**config.mk**
```make
export PLATFORM = sky130hd
export DESIGN_NAME = serial_shift_unit_flat
export DESIGN_NICKNAME = d
export VERILOG_FILES = /design/src/rtl/alu_shift_pkg.sv /design/src/rtl/serial_shift_unit_if.sv /design/src/rtl/serial_shift_unit_step.sv /design/src/rtl/serial_shift_unit.sv /design/src/flat_wrapper.sv
export SDC_FILE = /design/constraint.sdc
export NUM_CORES = 1
export LEC_CHECK = 0
export CORE_MARGIN = 1
export CORE_UTILIZATION = 45
export DETAILED_ROUTE_END_ITERATION = 12
export GPL_TIMING_DRIVEN = 0
export PLACE_DENSITY = 0.77
export RECOVER_POWER = 100
export SETUP_SLACK_MARGIN = 0.15
export SLEW_MARGIN = 15
export SYNTH_ARGS = -nofsm -noshare
export SYNTH_HDL_FRONTEND = slang
export SYNTH_SLANG_ARGS = --single-unit
```
**constraint.sdc**
```tcl
create_clock -name clk -period 1.5 [get_ports clk]
set_clock_uncertainty 0.05 [all_clocks]
set_input_delay 0.225 -clock clk [delete_from_list [all_inputs] [get_ports clk]]
set_output_delay 0.225 -clock clk [all_outputs]
set_load 0.01 [all_outputs]
```
**src/rtl/alu_shift_pkg.sv**
```systemverilog
// Shared types for the serial shift/rotate unit: shift modes, FSM states and mode width.
package alu_shift_pkg;

  localparam int MODE_W = 3;

  typedef enum logic [MODE_W-1:0] {
    SLL = 3'd0,
    SRL = 3'd1,
    SRA = 3'd2,
    ROL = 3'd3,
    ROR = 3'd4
  } shift_mode_t;

  typedef enum logic [1:0] {
    IDLE  = 2'd0,
    SHIFT = 2'd1,
    DONE  = 2'd2
  } state_t;

endpackage

```
**src/rtl/serial_shift_unit_if.sv**
```systemverilog
// Handshake/data bundle of the serial shift unit; carry exists only with SHIFT_CARRY_EN.
interface serial_shift_unit_if #(
  parameter int DATA_SIZE = 16
);
  import alu_shift_pkg::*;

  localparam int AMT_W = $clog2(DATA_SIZE);

  logic                 start;
  logic [MODE_W-1:0]    mode;
  logic [AMT_W-1:0]     amount;
  logic [DATA_SIZE-1:0] d;
  logic                 serial_in;
  logic                 clr;
  logic [DATA_SIZE-1:0] q;
  logic                 busy;
  logic                 done;
`ifdef SHIFT_CARRY_EN
  logic                 carry;

  modport master (output start, mode, amount, d, serial_in, clr,
                  input  q, busy, done, carry);
  modport slave  (input  start, mode, amount, d, serial_in, clr,
                  output q, busy, done, carry);
`else
  modport master (output start, mode, amount, d, serial_in, clr,
                  input  q, busy, done);
  modport slave  (input  start, mode, amount, d, serial_in, clr,
                  output q, busy, done);
`endif

endinterface

```
**src/rtl/serial_shift_unit_step.sv**
```systemverilog
// Combinational single-position shift/rotate step; out_bit exists only with SHIFT_CARRY_EN.
module shift_step
  import alu_shift_pkg::*;
#(
  parameter int DATA_SIZE = 16
) (
  input  logic [DATA_SIZE-1:0] q,
  input  logic [MODE_W-1:0]    mode,
  input  logic                 serial_in,
`ifdef SHIFT_CARRY_EN
  output logic                 out_bit,
`endif
  output logic [DATA_SIZE-1:0] q_next
);

  logic lsb_out;

  always_comb begin
    q_next  = q;
    lsb_out = 1'b1;
    case (mode)
      SLL: begin
        q_next  = {q[DATA_SIZE-2:0], serial_in};
        lsb_out = 1'b0;
      end
      SRL: q_next = {serial_in, q[DATA_SIZE-1:1]};
      SRA: q_next = {q[DATA_SIZE-1], q[DATA_SIZE-1:1]};
      ROL: begin
        q_next  = {q[DATA_SIZE-2:0], q[DATA_SIZE-1]};
        lsb_out = 1'b0;
      end
      ROR: q_next = {q[0], q[DATA_SIZE-1:1]};
      default: q_next = q;
    endcase
  end

`ifdef SHIFT_CARRY_EN
  // Left-going modes lose the MSB; everything else (reserved included) loses the LSB.
  assign out_bit = lsb_out ? q[0] : q[DATA_SIZE-1];
`else
  logic unused_lsb_out;
  assign unused_lsb_out = lsb_out;
`endif

endmodule

```
**src/rtl/serial_shift_unit.sv**
```systemverilog
// Serial shift/rotate unit: one bit position per clock, start/busy/done handshake.
// Optional carry output and register are built when SHIFT_CARRY_EN is defined.
module serial_shift_unit
  import alu_shift_pkg::*;
#(
  parameter int DATA_SIZE = 16,
  localparam int AMT_W = $clog2(DATA_SIZE)
) (
  input logic                clk,
  input logic                rst,
  serial_shift_unit_if.slave bus
);

  state_t               state;
  logic [DATA_SIZE-1:0] q_r;
  logic [DATA_SIZE-1:0] step_q;
  logic [MODE_W-1:0]    mode_r;
  logic [AMT_W-1:0]     cnt;
  logic                 busy_r;
  logic                 done_r;
`ifdef SHIFT_CARRY_EN
  logic                 carry_r;
  logic                 step_out;
`endif

  shift_step #(.DATA_SIZE(DATA_SIZE)) u_step (
    .q         (q_r),
    .mode      (mode_r),
    .serial_in (bus.serial_in),
`ifdef SHIFT_CARRY_EN
    .out_bit   (step_out),
`endif
    .q_next    (step_q)
  );

  always_ff @(posedge clk or posedge rst) begin
    if (rst) begin
      state   <= IDLE;
      q_r     <= '0;
      mode_r  <= '0;
      cnt     <= '0;
      busy_r  <= 1'b0;
      done_r  <= 1'b0;
`ifdef SHIFT_CARRY_EN
      carry_r <= 1'b0;
`endif
    end else if (bus.clr) begin
      state   <= IDLE;
      q_r     <= '0;
      cnt     <= '0;
      busy_r  <= 1'b0;
      done_r  <= 1'b0;
`ifdef SHIFT_CARRY_EN
      carry_r <= 1'b0;
`endif
    end else begin
      case (state)
        IDLE, DONE: begin
          done_r <= 1'b0;
          busy_r <= 1'b0;
          state  <= IDLE;
          // DONE accepts a new start directly, giving back-to-back operation.
          if (bus.start) begin
            q_r    <= bus.d;
            mode_r <= bus.mode;
`ifdef SHIFT_CARRY_EN
            carry_r <= 1'b0;
`endif
            if (bus.amount == '0) begin
              state  <= DONE;
              done_r <= 1'b1;
            end else begin
              state  <= SHIFT;
              cnt    <= bus.amount;
              busy_r <= 1'b1;
            end
          end
        end
        SHIFT: begin
          q_r <= step_q;
          cnt <= cnt - AMT_W'(1);
`ifdef SHIFT_CARRY_EN
          carry_r <= step_out;
`endif
          if (cnt == AMT_W'(1)) begin
            state  <= DONE;
            busy_r <= 1'b0;
            done_r <= 1'b1;
          end
        end
        default: begin
          state  <= IDLE;
          busy_r <= 1'b0;
          done_r <= 1'b0;
        end
      endcase
    end
  end

  assign bus.q    = q_r;
  assign bus.busy = busy_r;
  assign bus.done = done_r;
`ifdef SHIFT_CARRY_EN
  assign bus.carry = carry_r;
`endif

endmodule

```
**src/flat_wrapper.sv**
```systemverilog
// flat-port wrapper written by rule: the top's interface ports become plain ports
module serial_shift_unit_flat import alu_shift_pkg::*;
#(
  parameter int DATA_SIZE = 16,
  localparam int AMT_W = $clog2(DATA_SIZE)
)
  (clk, rst, bus_start, bus_mode, bus_amount, bus_d, bus_serial_in, bus_clr, bus_q, bus_busy, bus_done);
  serial_shift_unit_if #(.DATA_SIZE(DATA_SIZE)) bus_i ();
  input logic clk;
  input logic rst;
  input wire logic [$bits(bus_i.start)-1:0] bus_start;
  input wire logic [$bits(bus_i.mode)-1:0] bus_mode;
  input wire logic [$bits(bus_i.amount)-1:0] bus_amount;
  input wire logic [$bits(bus_i.d)-1:0] bus_d;
  input wire logic [$bits(bus_i.serial_in)-1:0] bus_serial_in;
  input wire logic [$bits(bus_i.clr)-1:0] bus_clr;
  output wire logic [$bits(bus_i.q)-1:0] bus_q;
  output wire logic [$bits(bus_i.busy)-1:0] bus_busy;
  output wire logic [$bits(bus_i.done)-1:0] bus_done;
  assign bus_i.start = bus_start;
  assign bus_i.mode = bus_mode;
  assign bus_i.amount = bus_amount;
  assign bus_i.d = bus_d;
  assign bus_i.serial_in = bus_serial_in;
  assign bus_i.clr = bus_clr;
  assign bus_q = bus_i.q;
  assign bus_busy = bus_i.busy;
  assign bus_done = bus_i.done;
  serial_shift_unit #(.DATA_SIZE(DATA_SIZE)) u_core (.clk(clk), .rst(rst), .bus(bus_i));
endmodule
```
## Word level (Yosys, flattened, before mapping)

Index checks and enable logic that the tools add are counted.
Widths: inputs -> output; s select.

| cells by class | value |
|---|---|
| add/sub/neg operators | 1 |
| $mul | 0 |
| div/mod/pow operators | 0 |
| order comparisons | 0 |
| eq/ne operators | 13 |
| shift-type cells | 0 |
| multiplexer cells | 23 |
| bitwise logic cells | 1 |
| reduce and logical (&&, ||, !) cells | 9 |

Operators by type and width:

| cell | count |
|---|---|
| $pmux 16 s5 | 1 |
| $mux 16 | 2 |
| $pmux 16 s2 | 1 |
| $mux 4 | 3 |
| $ne 3x3->1 const B | 3 |
| $reduce_and 3->1 | 3 |
| $mux 1 | 8 |
| $mux 2 | 4 |
| $pmux 4 s2 | 1 |
| $ne 7x7->1 const B | 1 |
| $eq 3x2->1 const B | 2 |
| $ne 6x6->1 const B | 1 |
| $eq 4x1->1 const B | 1 |
| $logic_not 4->1 | 1 |
| $pmux 1 s2 | 2 |
| $pmux 2 s2 | 1 |
| $reduce_and 4->1 | 1 |
| $sub 4x1->4 const B | 1 |
| $eq 3x1->1 const B | 1 |
| $eq 3x3->1 const B | 1 |
| $logic_not 3->1 | 1 |
| $ne 3x2->1 const B | 1 |
| $reduce_bool 3->1 | 1 |
| $eq 2x1->1 const B | 1 |
| 4 further kinds | 4 |

| storage, ports and cells | value |
|---|---|
| flip-flop bits (word level) | 27 |
| latch bits | 0 |
| memory bits (writable) | 0 |
| ROM bits | 0 |
| input bits | 28 |
| output and inout port bits | 18 |
| word-level logic and storage cells | 54 |
| memories kept | 0 |

## Longest topological paths before layout

| logic depth | value |
|---|---|
| word-level depth | 5 |
| depth in mapped cells | 6 |
| gate-level depth less buffers | 6 |

## Cells and area by module

A second synthesis with hierarchy kept.

| second synthesis, totals | value |
|---|---|
| cells, all modules | 207 |
| area, all modules | 2034.5 um2 |

By module, submodules not included:

| module | instances | cells an instance | area an instance (um2) |
|---|---|---|---|
| serial_shift_unit | 1 | 125 | 1411.4 |
| shift_step | 1 | 82 | 623.1 |

## Least setup slack after synthesis

OpenSTA, ideal clock, no wires.

| path | value |
|---|---|
| kind | flip-flop to flip-flop |
| start | register u_core.mode_r[1] |
| end | register u_core.q_r[10], in the netlist u_core.bus.q[10] |
| setup time | 0.122 ns |
| arrival | 1.417 ns |
| data required time | 1.328 ns |
| slack | -0.089 ns |
| cell stages (with the launch flop) | 7 |
| buffers on the path | 2 |
| period minus slack after synthesis | 1.589 ns |
| cell sequence | dfrtp_1 -> buf_8 -> xor2_4 -> buf_6 -> mux2i_1 -> nand2_1 -> a32o_1 |

| between the ends | value |
|---|---|
| longest elaborated chain between the ends | 4 |
| elaborated cells on any way between the ends | 10 |
| those cells by class | eq/ne: 5; mux: 3; reduce/logical: 2 |

Ends and longest elaborated chain:

| what | RTL line | source |
|---|---|---|
| start: declaration | serial_shift_unit.sv:17 | `logic [MODE_W-1:0] mode_r;` |
| start signal: assignment | serial_shift_unit.sv:65 | `mode_r <= bus.mode;` |
| $eq 3x3->1 (tied with other cells) | serial_shift_unit_step.sv:21 | `case (mode)` |
| $pmux 16 s5 | serial_shift_unit_step.sv:21 |  |
| $pmux 16 s2 | serial_shift_unit.sv:57 | `case (state)` |
| $mux 16 | serial_shift_unit.sv:47 | `end else if (bus.clr) begin` |
| end signal: assignment | serial_shift_unit.sv:64 | `q_r <= bus.d;` |
| end signal: assignment | serial_shift_unit.sv:80 | `q_r <= step_q;` |
| end: declaration | serial_shift_unit.sv:15 | `logic [DATA_SIZE-1:0] q_r;` |

Several ways; a longest one is shown, not always the timed one.
A chain may end at the register's enable or synchronous reset.

## Final worst setup path

| path | value |
|---|---|
| start | register u_core.mode_r[0] |
| end | register u_core.q_r[14], in the netlist u_core.bus.q[14] |

Same word-level chain as after synthesis.

==> impl_metrics.ini <==
[logic_synthesis]
ys_types = 44
synth_top_area_share_pct = 34.5
ys_seq_area_share_pct = 34.5
synth_area_per_cell_um2 = 9.57
synth_area_leaders = dfrtp_1 35%, mux2i_1 15%, a32o_1 8.0%, a21oi_1 5.0%, nand2_1 4.0%
ys_ff_latch = 26
syn_inst = 197
yosysWarnings = 0
syn_nets = 227
syn_area_um2 = 1890
yosysTopAreaCell = dfrtp_1

[drt]
routed_wl_mm = 5.80
postRouteAntennaNets = 0
drt_first_pass_iters = 5
route.vias.total = 1924
drt-initial-drc-count = 123
drt-vias-per-instance = 5.76
routedWlPerCell_um = 17.4
drc_errors = 0

[worst_setup_path]
crit_chain = buf_8 > nor2_8 > clkbuf_16 > mux2i_1 > a21oi_1 > a32o_1
critPathTopFamily = flip-flops
required_ps = 1610
crit_type = reg2reg
critPathMaxStageDelay_ps = 470
critPathSlowestCell = dfrtp_2
cp-end-kind = register
cp.depth = 6
worstPathMaxFanout = 6
r2r_cells = 6
cp-start-kind = register
crit_arrival_ps = 1790
crit_buf_inv = 2

[sta]
slew_headroom_pct = 59.8
drv_slew = 0
min_period_ps = 1680
fmax_ghz = 0.597
hold_viol_final = 0
fin_crit_sh_pct = 112
rsz0062_at_grt = yes
finalSetupTns_ps = -2640
fin_ws_ps = -176
setup-violations-final = 19
worst_pin_slew_ps = 601

[cts]
numClockSinks = 26
cts-hold-fix-buffers = 0
path_clk_slew_ps = 100
numCtsBuffers = 3
clock_path_buffers = 2
htreeDepth = 1
cts_tree = built
clk_latency_ps = 270
clock-root-buffer = clkbuf_8

[final_layout]
layout_commonest_cell = buf_4
area_growth_pct = 60.7
drive_above_1_share_pct = 33.5
layout.nets = 315
seqCellArea_um2 = 656
layout_common_cells = 30 x buf_4, 27 x mux2i_1, 24 x clkdlybuf4s50_1, 22 x dfrtp_1, 20 x nand2_1
diodes = 0
multi_input_area_um2 = 1300
stdcell_area_um2 = 3030
fillers = 260

[power]
p_per_area_nw_per_um2 = 1130
clockPowerShare_pct = 13.8
power.total_w = 0.00343
switching_power_w = 0.00130
intPower_w = 0.00213
swShare_pct = 38.0
leakage_nw = 1.34
combPwrFrac_pct = 58.8
seq_power_share_pct = 27.4
ir_worst_vdd_v = 0.000699

[placed_design]
routabilityCongestion = 0.784
port_buffers = 45
place_area_um2 = 2440
dpl.hpwl_mm = 3.19

[die]
die_area_um2 = 4450
ios = 46
rows = 23
start_util_pct = 47.1
core_area_um2 = 4000
chipWidth_um = 66.7
die_y_um = 66.7

[grt]
grt_max_degree = 27
grt_pass1_wl_mm = 8.63
first_global_vias = 1710
antenna_found_initial = 0
grt_util_all_layers_pct = 25.5
overflow = 0

[hold_path]
hold_path.class = in2reg
hold_depth = 3

[outcome]
outcome = finished with violations
violations = negative setup slack

[run]
timing.max_cap.violations = 0
==> through the flow <==
step	std cells	util, %	setup slack (ps)	hold slack, ps
2_1_floorplan	197	-	-57.0	215
3_3_place_gp	292	61.1	-426	440
3_5_place_dp	292	61.1	-566	443
4_1_cts	322	69.5	-128	359
5_1_grt	334	75.8	-237	278
6_report	334	75.8	-176	273
==> cell type report <==
| class | count | area share, % |
|---|---|---|
| multi-input combinational | 152 | 42.8 |
| timing repair buffer | 83 | 25.3 |
| sequential | 26 | 21.6 |
| buffer | 14 | 5.66 |
| tap | 50 | 2.06 |
| clock buffer | 4 | 1.82 |
| inverter | 5 | 0.743 |
==> worst paths after layout <==
check	start	to	slack (ps)
min in group asynchronous	rst	u_core.bus.q[6]$_DFFE_PP0P_	440
max reg2reg	u_core.mode_r[0]$_DFFE_PP0P_	u_core.bus.q[14]$_DFFE_PP0P_	-180
min reg2reg	u_core.bus.busy$_DFFE_PP0P_	u_core.bus.busy$_DFFE_PP0P_	470
min	bus_start	u_core.bus.done$_DFFE_PP0P_	270
max in group asynchronous	rst	u_core.bus.q[13]$_DFFE_PP0P_	590
max	u_core.mode_r[0]$_DFFE_PP0P_	u_core.bus.q[14]$_DFFE_PP0P_	-180
==> synth_stat cells (all sizes together) <==
library cell	number
or3	3
and3	1
nor3	3
a211oi	5
a21o	1
or4	1
or2b	1
buf	11
inv	5
nand3	1
o41ai	1
clkbuf	3
xnor2	1
mux2	2
and2b	2
o31ai	1
a221oi	1
a32o	15
nor4	1
a2111oi	2
nand2b	4
ha	2
mux2i	29
o211ai	1
xor2	1
a31oi	1
nor2	23
a211o	1
a22o	1
dfrtp	26
nor2b	1
nand2	20
o21ai	5
and2	1
a21oi	20
==> flip-flops by register name, indices dropped and copies added (netlist names) <==
register         count
u_core.state         1
u_core.cnt           4
u_core.bus.q        16
u_core.bus.busy      1
u_core.bus.done      1
u_core.mode_r        3
==> power groups by stage <==
stage	registers, W	clock network [W]	logic (W)
global route	0.000953	0.000509	0.00215
detailed placement	0.000999	0	0.00142
floorplan	0.000997	0	0.000983
CTS	0.000931	0.000484	0.00171
finish	0.000939	0.000472	0.00202
global placement	0.000997	0	0.00139
==> kinds of logic after synthesis <==
logic type,after synthesis,share of synthesized area [%]
AO/OA/AOI/OAI,55,22.0
XOR/XNOR,2,1.92
adder cells (fa/ha/maj),2,1.33
buffers and inverters,19,7.10
flip-flops,26,34.5
multiplexers,31,16.6
AND/OR/NAND/NOR,62,16.5
==> metal layers <==
metal	track usage (%)	part of all wire [%]	vias up
met3	2.05	5.5	6
met5	0	0	-
met1	36.5	43	927
li1	-	-	904
met4	3.99	1.2	0
met2	42.2	50	87
==> worst reg2reg max path: cells and delay by family, from the launching register on <==
kind	cells	cell delay (ps)
AOI/OAI and AO/OA	2	350
buffers and inverters	2	350
DFF	1	470
muxes	1	180
and+or+nand+nor	1	180
==> what timing repair did <==
item,in CTS,in global routing
cloned,1,1
pin swaps,11,26
resized for setup,46,38
buffers inserted,25,11
setup endpoints to repair,44,55
No activity file was read; power rests on OpenSTA's default activity.
